[src/rtl/s_machine_core_if.sv]
// Data-memory handshake between s_machine_core (master) and the data RAM (slave).
// A request is held stable until the slave returns a one-cycle mem_ack.
interface s_machine_core_if #(
   parameter int DATA_W = 16,
   parameter int MEM_AW = 9
);
   logic              mem_req;
   logic              mem_we;
   logic [MEM_AW-1:0] mem_addr;
   logic [DATA_W-1:0] mem_wdata;
   logic [DATA_W-1:0] mem_rdata;
   logic              mem_ack;

   modport master (
      output mem_req, mem_we, mem_addr, mem_wdata,
      input  mem_rdata, mem_ack
   );

   modport slave (
      input  mem_req, mem_we, mem_addr, mem_wdata,
      output mem_rdata, mem_ack
   );
endinterface

[src/rtl/s_machine_core.sv]
// S-Machine interpreter: 16-bit instructions, A/B accumulators of DATA_W bits,
// Z/N/C flags and a stalling load/store handshake to the data RAM.
module s_machine_core #(
   parameter int DATA_W = 16,
   parameter int PC_W   = 8,
   parameter int MEM_AW = 9
) (
   input  logic             clk,
   input  logic             rst,
   input  logic             enable,
   input  logic [15:0]      inst,
   output logic [PC_W-1:0]  pc,
   s_machine_core_if.master mem,
   output logic             flag_z,
   output logic             flag_n,
   output logic             flag_c,
   output logic             busy,
   output logic             halted
);

   typedef enum logic [1:0] {ST_EXEC, ST_MEM_WAIT, ST_HALT} state_t;

   typedef enum logic [3:0] {
      OP_LD  = 4'h0, OP_ST   = 4'h1, OP_INC = 4'h2, OP_BRA  = 4'h3,
      OP_ADD = 4'h4, OP_SUB  = 4'h5, OP_OR  = 4'h6, OP_AND  = 4'h7,
      OP_XOR = 4'h8, OP_SHR  = 4'h9, OP_MOV = 4'hA, OP_EXCH = 4'hB,
      OP_CMP = 4'hC, OP_SET  = 4'hD, OP_CLR = 4'hE, OP_HALT = 4'hF
   } opcode_t;

   state_t              r_state, w_state_nxt;
   logic [PC_W-1:0]     r_pc, w_pc_nxt;
   logic [DATA_W-1:0]   r_a, w_a_nxt;
   logic [DATA_W-1:0]   r_b, w_b_nxt;
   logic                r_z, w_z_nxt;
   logic                r_n, w_n_nxt;
   logic                r_c, w_c_nxt;
   logic                r_mem_we, w_mem_we_nxt;
   logic [MEM_AW-1:0]   r_mem_addr, w_mem_addr_nxt;
   logic [DATA_W-1:0]   r_mem_wdata, w_mem_wdata_nxt;
   logic                r_ld_b, w_ld_b_nxt;

   opcode_t             w_op;
   logic [DATA_W-1:0]   w_src;
   logic [DATA_W-1:0]   w_imm_zx;
   logic [DATA_W-1:0]   w_imm_sx;
   logic [DATA_W:0]     w_sum;
   logic [DATA_W-1:0]   w_res;
   logic                w_zn_upd;
   logic                w_bra_taken;

   assign w_op        = opcode_t'(inst[15:12]);
   assign w_src       = inst[11] ? r_b : r_a;
   assign w_imm_zx    = {{(DATA_W-8){1'b0}}, inst[7:0]};
   assign w_imm_sx    = {{(DATA_W-8){inst[7]}}, inst[7:0]};
   assign w_bra_taken = (inst[10:8] == 3'b000) || ((inst[10:8] & {r_z, r_n, r_c}) != 3'b000);

   always_comb begin
      // NOTE: every next-state value gets a hold default first so no path through the case infers a latch.
      w_state_nxt     = r_state;
      w_pc_nxt        = r_pc;
      w_a_nxt         = r_a;
      w_b_nxt         = r_b;
      w_z_nxt         = r_z;
      w_n_nxt         = r_n;
      w_c_nxt         = r_c;
      w_mem_we_nxt    = r_mem_we;
      w_mem_addr_nxt  = r_mem_addr;
      w_mem_wdata_nxt = r_mem_wdata;
      w_ld_b_nxt      = r_ld_b;
      w_sum           = '0;
      w_res           = '0;
      w_zn_upd        = 1'b0;

      case (r_state)
         ST_EXEC: if (enable) begin
            w_pc_nxt = r_pc + PC_W'(1);
            case (w_op)
               OP_LD: begin
                  if (inst[10]) begin
                     w_res = inst[9] ? {inst[7:0], {(DATA_W-8){1'b0}}} : w_imm_zx;
                     if (inst[11]) w_b_nxt = w_res;
                     else          w_a_nxt = w_res;
                  end else begin
                     w_state_nxt    = ST_MEM_WAIT;
                     w_mem_we_nxt   = 1'b0;
                     w_mem_addr_nxt = MEM_AW'(inst[8:0]);
                     w_ld_b_nxt     = inst[11];
                  end
               end
               OP_ST: begin
                  w_state_nxt     = ST_MEM_WAIT;
                  w_mem_we_nxt    = 1'b1;
                  w_mem_addr_nxt  = MEM_AW'(inst[8:0]);
                  w_mem_wdata_nxt = w_src;
               end
               OP_INC: begin
                  w_sum    = {1'b0, w_src} + {1'b0, w_imm_sx};
                  w_res    = w_sum[DATA_W-1:0];
                  w_c_nxt  = w_sum[DATA_W];
                  w_zn_upd = 1'b1;
                  if (inst[11]) w_b_nxt = w_res;
                  else          w_a_nxt = w_res;
               end
               OP_BRA: if (w_bra_taken) w_pc_nxt = PC_W'(inst[7:0]);
               OP_ADD, OP_SUB, OP_CMP: begin
                  // The extra top bit is the carry for ADD and the borrow (A<B) for SUB/CMP.
                  w_sum    = (w_op == OP_ADD) ? ({1'b0, r_a} + {1'b0, r_b})
                                              : ({1'b0, r_a} - {1'b0, r_b});
                  w_res    = w_sum[DATA_W-1:0];
                  w_c_nxt  = w_sum[DATA_W];
                  w_zn_upd = 1'b1;
                  if (w_op != OP_CMP) w_a_nxt = w_res;
               end
               OP_OR, OP_AND, OP_XOR: begin
                  w_res    = (w_op == OP_OR)  ? (r_a | r_b) :
                             (w_op == OP_AND) ? (r_a & r_b) : (r_a ^ r_b);
                  w_c_nxt  = 1'b0;
                  w_zn_upd = 1'b1;
                  w_a_nxt  = w_res;
               end
               OP_SHR: begin
                  w_res    = r_a >> 1;
                  w_c_nxt  = r_a[0];
                  w_zn_upd = 1'b1;
                  w_a_nxt  = w_res;
               end
               OP_MOV: w_b_nxt = r_a;
               OP_EXCH: begin
                  w_a_nxt = r_b;
                  w_b_nxt = r_a;
               end
               OP_SET: begin
                  if (inst[10]) w_z_nxt = 1'b1;
                  if (inst[9])  w_n_nxt = 1'b1;
                  if (inst[8])  w_c_nxt = 1'b1;
               end
               OP_CLR: begin
                  if (inst[10]) w_z_nxt = 1'b0;
                  if (inst[9])  w_n_nxt = 1'b0;
                  if (inst[8])  w_c_nxt = 1'b0;
               end
               OP_HALT: begin
                  w_state_nxt = ST_HALT;
                  w_pc_nxt    = r_pc;
               end
               default: ;
            endcase
         end
         ST_MEM_WAIT: if (mem.mem_ack) begin
            w_state_nxt = ST_EXEC;
            if (!r_mem_we) begin
               if (r_ld_b) w_b_nxt = mem.mem_rdata;
               else        w_a_nxt = mem.mem_rdata;
            end
         end
         default: ;
      endcase

      if (w_zn_upd) begin
         w_z_nxt = (w_res == '0);
         w_n_nxt = w_res[DATA_W-1];
      end
   end

   always_ff @(posedge clk) begin
      // NOTE: state registers use non-blocking assignments so every flop samples pre-edge values.
      if (rst) begin
         r_state     <= ST_EXEC;
         r_pc        <= '0;
         r_a         <= '0;
         r_b         <= '0;
         r_z         <= 1'b0;
         r_n         <= 1'b0;
         r_c         <= 1'b0;
         r_mem_we    <= 1'b0;
         r_mem_addr  <= '0;
         r_mem_wdata <= '0;
         r_ld_b      <= 1'b0;
      end else begin
         r_state     <= w_state_nxt;
         r_pc        <= w_pc_nxt;
         r_a         <= w_a_nxt;
         r_b         <= w_b_nxt;
         r_z         <= w_z_nxt;
         r_n         <= w_n_nxt;
         r_c         <= w_c_nxt;
         r_mem_we    <= w_mem_we_nxt;
         r_mem_addr  <= w_mem_addr_nxt;
         r_mem_wdata <= w_mem_wdata_nxt;
         r_ld_b      <= w_ld_b_nxt;
      end
   end

   // mem_req and busy are pure decodes of the state flop, so they fall on the same edge as the ack.
   assign mem.mem_req   = (r_state == ST_MEM_WAIT);
   assign mem.mem_we    = r_mem_we;
   assign mem.mem_addr  = r_mem_addr;
   assign mem.mem_wdata = r_mem_wdata;
   assign busy          = (r_state == ST_MEM_WAIT);
   assign halted        = (r_state == ST_HALT);
   assign pc            = r_pc;
   assign flag_z        = r_z;
   assign flag_n        = r_n;
   assign flag_c        = r_c;

endmodule

[src/flat_wrapper.sv]
// flat-port wrapper written by rule: the top's interface ports become plain ports
module s_machine_core_flat 
#(
   parameter int DATA_W = 16,
   parameter int PC_W   = 8,
   parameter int MEM_AW = 9
)
  (clk, rst, enable, inst, pc, flag_z, flag_n, flag_c, busy, halted, mem_mem_req, mem_mem_we, mem_mem_addr, mem_mem_wdata, mem_mem_rdata, mem_mem_ack);
  s_machine_core_if #(.DATA_W(DATA_W), .MEM_AW(MEM_AW)) mem_i ();
  input  logic clk;
  input  logic rst;
  input  logic enable;
  input  logic [15:0] inst;
  output logic [PC_W-1:0] pc;
  output logic flag_z;
  output logic flag_n;
  output logic flag_c;
  output logic busy;
  output logic halted;
  output wire logic [$bits(mem_i.mem_req)-1:0] mem_mem_req;
  output wire logic [$bits(mem_i.mem_we)-1:0] mem_mem_we;
  output wire logic [$bits(mem_i.mem_addr)-1:0] mem_mem_addr;
  output wire logic [$bits(mem_i.mem_wdata)-1:0] mem_mem_wdata;
  input wire logic [$bits(mem_i.mem_rdata)-1:0] mem_mem_rdata;
  input wire logic [$bits(mem_i.mem_ack)-1:0] mem_mem_ack;
  assign mem_mem_req = mem_i.mem_req;
  assign mem_mem_we = mem_i.mem_we;
  assign mem_mem_addr = mem_i.mem_addr;
  assign mem_mem_wdata = mem_i.mem_wdata;
  assign mem_i.mem_rdata = mem_mem_rdata;
  assign mem_i.mem_ack = mem_mem_ack;
  s_machine_core #(.DATA_W(DATA_W), .PC_W(PC_W), .MEM_AW(MEM_AW)) u_core (.clk(clk), .rst(rst), .enable(enable), .inst(inst), .pc(pc), .mem(mem_i), .flag_z(flag_z), .flag_n(flag_n), .flag_c(flag_c), .busy(busy), .halted(halted));
endmodule
[config.mk]
export PLATFORM = sky130hd
export DESIGN_NAME = s_machine_core_flat
export DESIGN_NICKNAME = d
export VERILOG_FILES = /design/src/rtl/s_machine_core_if.sv /design/src/rtl/s_machine_core.sv /design/src/flat_wrapper.sv
export SDC_FILE = /design/constraint.sdc
export NUM_CORES = 1
export LEC_CHECK = 0
export CAP_MARGIN = 20
export CORE_MARGIN = 1.5
export CORE_UTILIZATION = 30
export DETAILED_ROUTE_END_ITERATION = 16
export PLACE_DENSITY = 0.58
export SLEW_MARGIN = 15
export SYNTH_ARGS = -nofsm -noshare
export SYNTH_HDL_FRONTEND = slang
export SYNTH_SLANG_ARGS = --single-unit
export TNS_END_PERCENT = 50
[constraint.sdc]
create_clock -name clk -period 5.7 [get_ports clk]
set_clock_uncertainty 0.15 [all_clocks]
set_input_delay 1.14 -clock clk [delete_from_list [all_inputs] [get_ports clk]]
set_output_delay 1.14 -clock clk [all_outputs]
set_load 0.01 [all_outputs]
; ---- After elaboration in Yosys (flattened, before gate mapping)
; Cells that the tools add are included.
[word_totals]
n_memories = 0
wordCells = 144
regBits = 72
latch_bits = 0
out_inout_bits = 40
rom_bits = 0
ram_bits = 0
input_bits = 36
[op_classes]
n_mul = 0
n_bitwise = 6
n_mux = 57
add_sub_neg = 4
div = 0
magnitude_cmp = 0
eq_ne = 40
shifts = 0
reduce_logical = 26
[op_table]
columns = op, count
row1 = 2-to-1 mux 16 bit, 22
row2 = case mux 16 bit (6 select lines), 1
row3 = case mux 16 bit (5 select lines), 1
row4 = case mux 16 bit (2 select lines), 2
row5 = case mux 16 bit (3 select lines), 1
row6 = adder 16 x 16 -> 17 bit, 2
row7 = equality test 4 bit (second input constant), 8
row8 = AND reduction 5 bit, 4
row9 = != test 3 bit (second input constant), 6
row10 = case mux 9 bit (2 select lines), 1
row11 = 2-to-1 mux 17 bit, 1
row12 = subtractor 16 x 16 -> 17 bit, 1
row13 = AND 16 bit, 1
row14 = equality test 4 x 3 -> 1 bit (second input constant), 4
row15 = logical NOT 16 bit, 1
row16 = 2-to-1 mux 1 bit, 16
row17 = OR 16 bit, 1
row18 = case mux 8 bit (2 select lines), 1
row19 = bitwise XOR 16 bit, 1
row20 = != test 3 x 2 -> 1 bit (second input constant), 5
row21 = != test 2 bit (second input constant), 6
row22 = != test 4 bit (second input constant), 3
row23 = AND reduction 10 bit, 1
row24 = 2-to-1 mux 9 bit, 1
row25 = other kinds (28), 42

; ---- Longest topological paths before layout
[depth]
word_depth = 8
depth_mapped = 17
mapped_depth_nobuf = 16

; ---- Least setup slack after synthesis
; Ideal clock, no wire load.
[synth_path]
path_type = input-to-reg
from = input inst[15]
to = register u_core.r_z, in the netlist u_core.flag_z
slack_ns = 0.445
required_time_ns = 5.466
stages = 16
arrival_time_ns = 5.021
cell_sequence = clkbuf_1 -> clkbuf_1 -> nand2b_1 -> nor3_1 -> clkbuf_1 -> nor2_1 -> xnor2_1 -> ha_1 -> a2111oi_4 -> a21oi_1 -> o41a_1 -> a221oi_2 -> mux2_1 -> o211ai_1 -> or4_1 -> o31ai_2
[synth_between]
elab_chain_cells = 8
elab_cells_between_ends = 34
classes_between = 12 x eq/ne / 13 x mux / 9 x reduce/logical
[synth_rtl]
columns = element, line_no
row1 = start: declaration, flat_wrapper.sv:13  ; input logic [15:0] inst;
row2 = equality test 4 x 3 -> 1 bit, "s_machine_core.sv:77, s_machine_core.sv:116"
row3 = 2-to-1 mux 16 bit, s_machine_core.sv:116  ; (w_op == OP_AND) ? (r_a & r_b) : (r_a ^ r_b);
row4 = 2-to-1 mux 16 bit, s_machine_core.sv:115  ; w_res = (w_op == OP_OR) ? (r_a | r_b) :
row5 = case mux 16 bit (5 select lines), s_machine_core.sv:77  ; case (w_op)
row6 = 2-to-1 mux 16 bit, s_machine_core.sv:75  ; ST_EXEC: if (enable) begin
row7 = 2-to-1 mux 16 bit, s_machine_core.sv:74  ; case (r_state)
row8 = logical NOT 16 bit, s_machine_core.sv:160  ; w_z_nxt = (w_res == '0);
row9 = 2-to-1 mux 1 bit, s_machine_core.sv:159  ; if (w_zn_upd) begin
row10 = end signal: assignment, s_machine_core.sv:184  ; r_z <= w_z_nxt;
row11 = end: declaration, s_machine_core.sv:34  ; logic r_z, w_z_nxt;
; Parallel ways exist; a longest one is shown, timed or not. The select of a mux whose other input is x is not followed.
; A chain may end at the register's enable or synchronous reset.

; ---- Final worst setup path
[layout_path]
from = input inst[11]
to = register u_core.r_z, in the netlist u_core.flag_z
[layout_between]
elab_chain_cells = 7
[layout_rtl]
columns = element, line_no
row1 = 2-to-1 mux 16 bit, s_machine_core.sv:52  ; assign w_src = inst[11] ? r_b : r_a;
row2 = net u_core.w_src[9], s_machine_core.sv:43  ; logic [DATA_W-1:0] w_src;
row3 = adder 16 x 16 -> 17 bit, s_machine_core.sv:97  ; w_sum = {1'b0, w_src} + {1'b0, w_imm_sx};
row4 = case mux 16 bit (5 select lines), s_machine_core.sv:77
row5 = 2-to-1 mux 16 bit, s_machine_core.sv:75
row6 = 2-to-1 mux 16 bit, s_machine_core.sv:74
row7 = logical NOT 16 bit, s_machine_core.sv:160
row8 = 2-to-1 mux 1 bit, s_machine_core.sv:159
; The timed path passes the listed nets, and every way through them passes these cells.

==> results.py <==
metrics = {
    "global_route": {
        "grt_pass1_wl_um": 41620,
        "grt_pass1_vias": 7111,
        "antenna_found_initial": 0,
        "grt_overflow": 0,
        "grt_usage_pct": 22.29,
        "grt_max_degree": 70,
    },
    "routing": {
        "drtAntennaViolNets": 0,
        "avgRoutedWirePerCell_um": 20.31,
        "viasPerCell": 5.747,
        "drc_errors": 0,
        "dr.pass1.iters": 5,
        "vias": 7574,
        "drt_iter0_drc": 731,
        "wl_um": 26770,
    },
    "setup_path": {
        "startpoint": "inst[11]",
        "r2r_cells": 15,
        "crit_type": "input pin to flop",
        "reg2reg_from": "u_core.r_b[0]$_SDFFE_PP0P_",
        "worst_ep_arrival_time_ns": 5.44,
        "critPathRequiredTime_ns": 5.82,
        "worst_setup_path_start_kind": "input pin",
        "endpoint_kind": "flop",
        "path_max_fanout": 13,
    },
    "sta": {
        "fin_crit_sh_pct": 93.29,
        "fin_setup_tns_ns": 0,
        "hold_viol": 0,
        "fin_crit_ns": 5.317,
        "rsz0062_at_grt": "false",
        "final-max-slew-violation-count": 0,
        "maxSlewHeadroom_pct": 42.97,
        "clock.fmax_mhz": 188.1,
        "setup_violations": 0,
        "holdWs_ns": 0.3454,
        "worst_slew_pin_slew_ns": 0.8555,
        "timing.final.ws_setup_ns": 0.3826,
    },
    "clock_tree": {
        "htree_levels": 3,
        "max-clock-path-buffers": 2,
        "cts_tree": "done",
        "clkTransAtPathRegs_ns": 0.07,
        "insertion_delay_ns": 0.35,
        "cts_root_buf": "clkbuf_16",
        "cts-buffers-inserted": 9,
        "cts_resized": 0,
        "cts_setup_buffers": 0,
        "cts.sink_count": 72,
        "cts_hold_buf": 0,
    },
    "run_status": {
        "status": "finished, final reports clean",
    },
    "die": {
        "die-height_um": 155.0,
        "die_w_um": 155.0,
        "start_util_pct": 30.61,
        "fp.dieArea_um2": 24020,
        "rows": 55,
        "num_io_pins": 76,
        "coreArea_um2": 22640,
    },
    "hold_path": {
        "hp-class": "flop to flop",
        "hp-start": "u_core.mem.mem_wdata[14]$_SDFFE_PP0P_",
        "holdPathStages": 2,
    },
    "final_layout": {
        "ff_latch_area_um2": 1441,
        "mostFrequentLayoutCell": "nor2_1",
        "insertedDiodeCount": 0,
        "drive_gt1_share_pct": 7.260,
        "fin_area_um2": 8431,
        "multiInputGateArea_um2": 5100,
        "layout_common_cells": "nor2_1, a21oi_1, nand2_1, clkdlybuf4s50_1, dfxtp_1",
        "fill_cells": 2377,
        "utilization_pct": 37.24,
        "synthToLayoutAreaGrowth_pct": 21.65,
        "final_nets": 1134,
    },
    "power_and_ir_drop": {
        "p_leak_nw": 3.313,
        "p_int_mw": 1.106,
        "swShare_pct": 34.32,
        "clock_power_share_pct": 38.4,
        "combPwrFrac_pct": 29.1,
        "switchingPower_mw": 0.5777,
        "seq_power_share_pct": 32.5,
        "vdd_drop_max_mv": 0.1057,
        "power.density_nw_per_um2": 199.7,
    },
    "placement": {
        "place_area_um2": 8102,
        "gp_congestion": 0.8963,
        "io_buffers": 75,
        "dp_worst_setup_slack_ns": 0.1179,
        "dp_hpwl_um": 19690,
    },
    "yosys": {
        "ys_warn_count": 0,
        "synth-edff-count": 0,
        "dominantRegCellSynth": "dfxtp_1",
        "syn_nets": 1074,
        "yosysTopAreaCell": "dfxtp_1",
        "synth-async-reset-ratio_pct": 0,
        "netlist_top_cells_area": "dfxtp_1, ha_1, nor2_1",
        "netlist_instances": 968,
        "seq_area_frac_synth_pct": 20.80,
        "yosysUniqueCellTypes": 72,
        "yosys_register_bits": 72,
        "synth_area_um2": 6930,
        "synth_top_area_share_pct": 20.80,
        "avgSynthCellArea_um2": 7.160,
    },
    "flow_run": {
        "drv_cap": 0,
    },
}
## cell type report
cell class,count,share of cell area (%)
Multi-Input combinational cell,786,60.49
Timing Repair Buffer,113,12.23
Inverter,46,2.048
Clock inverter,7,1.232
Tap cell,285,4.230
Sequential cell,72,17.10
Clock buffer,9,2.671
## flip-flops by register name (all words and copies together) (netlist names)
| name | cells |
|---|---|
| u_core.r_a | 16 |
| u_core.flag_n | 1 |
| u_core.pc | 8 |
| u_core.mem.mem_wdata | 16 |
| u_core.r_state | 2 |
| u_core.mem.mem_we | 1 |
| u_core.flag_z | 1 |
| u_core.flag_c | 1 |
| u_core.r_b | 16 |
| u_core.r_ld_b | 1 |
| u_core.mem.mem_addr | 9 |
## through the flow
step,std cells,power [mW]
finish,1318,1.683
global route,1318,1.763
CTS,1318,1.686
detailed placement,1302,1.037
global placement,1302,1.035
floorplan,968,0.8626
## kinds of logic (layout without fill, tap and decap cells)
group | Yosys count | count (layout) | share of synthesized area [%]
buffers and inverters | 110 | 175 | 6.102
xor gates and xnor gates | 31 | 31 | 3.918
and+or+nand+nor | 358 | 358 | 23.92
AOI/OAI and AO/OA | 308 | 308 | 29.63
DFF | 72 | 72 | 20.80
muxes | 19 | 19 | 2.780
adders and majority gates | 70 | 70 | 12.85
## metal layers
layer / global-route usage (%) / vias up / wire length (um)
met5: 0 / - / 0
met4: 7.875 / 0 / 680
met3: 2.981 / 39 / 1759
met2: 34.91 / 323 / 12180
met1: 31.22 / 3557 / 12150
li1: - / 3655 / -
## Yosys cell counts (all sizes together) (3+ instances only)
library cell,instances
nor4b,3
clkbuf,55
a211oi,14
o211ai,12
buf,9
nor3b,6
a221oi,18
or3,6
a21o,11
nand2b,6
and3,6
mux2i,17
nand2,80
nor3,40
a31oi,13
a2111oi,5
a311oi,3
o21bai,3
o31ai,5
dfxtp,72
a22o,3
or2,5
ha,68
nand3,15
nor2b,9
o21ai,72
a22oi,8
nand4,4
nor2,137
and2,13
xnor2,22
nor4,21
xor2,9
a21oi,94
a221o,22
inv,44
## worst max-delay path, stage by stage
cell and delay [ns]:
clkdlybuf4s50_1 0.71, buf_4 0.34, o21ai_0 0.42, ha_1 0.39
a21oi_1 0.27, nand2_1 0.12, o21a_1 0.24, or3_1 0.35
o21ai_0 0.22, xor2_1 0.29, o211ai_1 0.21, or4_1 0.56
o31ai_2 0.18
## worst paths after layout
path | slack, ns | endpoint
max | 0.38 | u_core.flag_z$_SDFFE_PP0P_
min | 0.35 | u_core.mem.mem_wdata[14]$_SDFFE_PP0P_
max reg2reg | 1.11 | u_core.flag_z$_SDFFE_PP0P_
min reg2reg | 0.35 | u_core.mem.mem_wdata[14]$_SDFFE_PP0P_
## power by group through the flow
stage | clock [mW] | combinational (mW) | sequential, mW
floorplan | 0 | 0.311 | 0.552
global placement | 0 | 0.477 | 0.558
detailed placement | 0 | 0.479 | 0.558
CTS | 0.658 | 0.482 | 0.546
global route | 0.680 | 0.534 | 0.549
finish | 0.647 | 0.489 | 0.547
No activity file was read; power rests on OpenSTA's default activity.
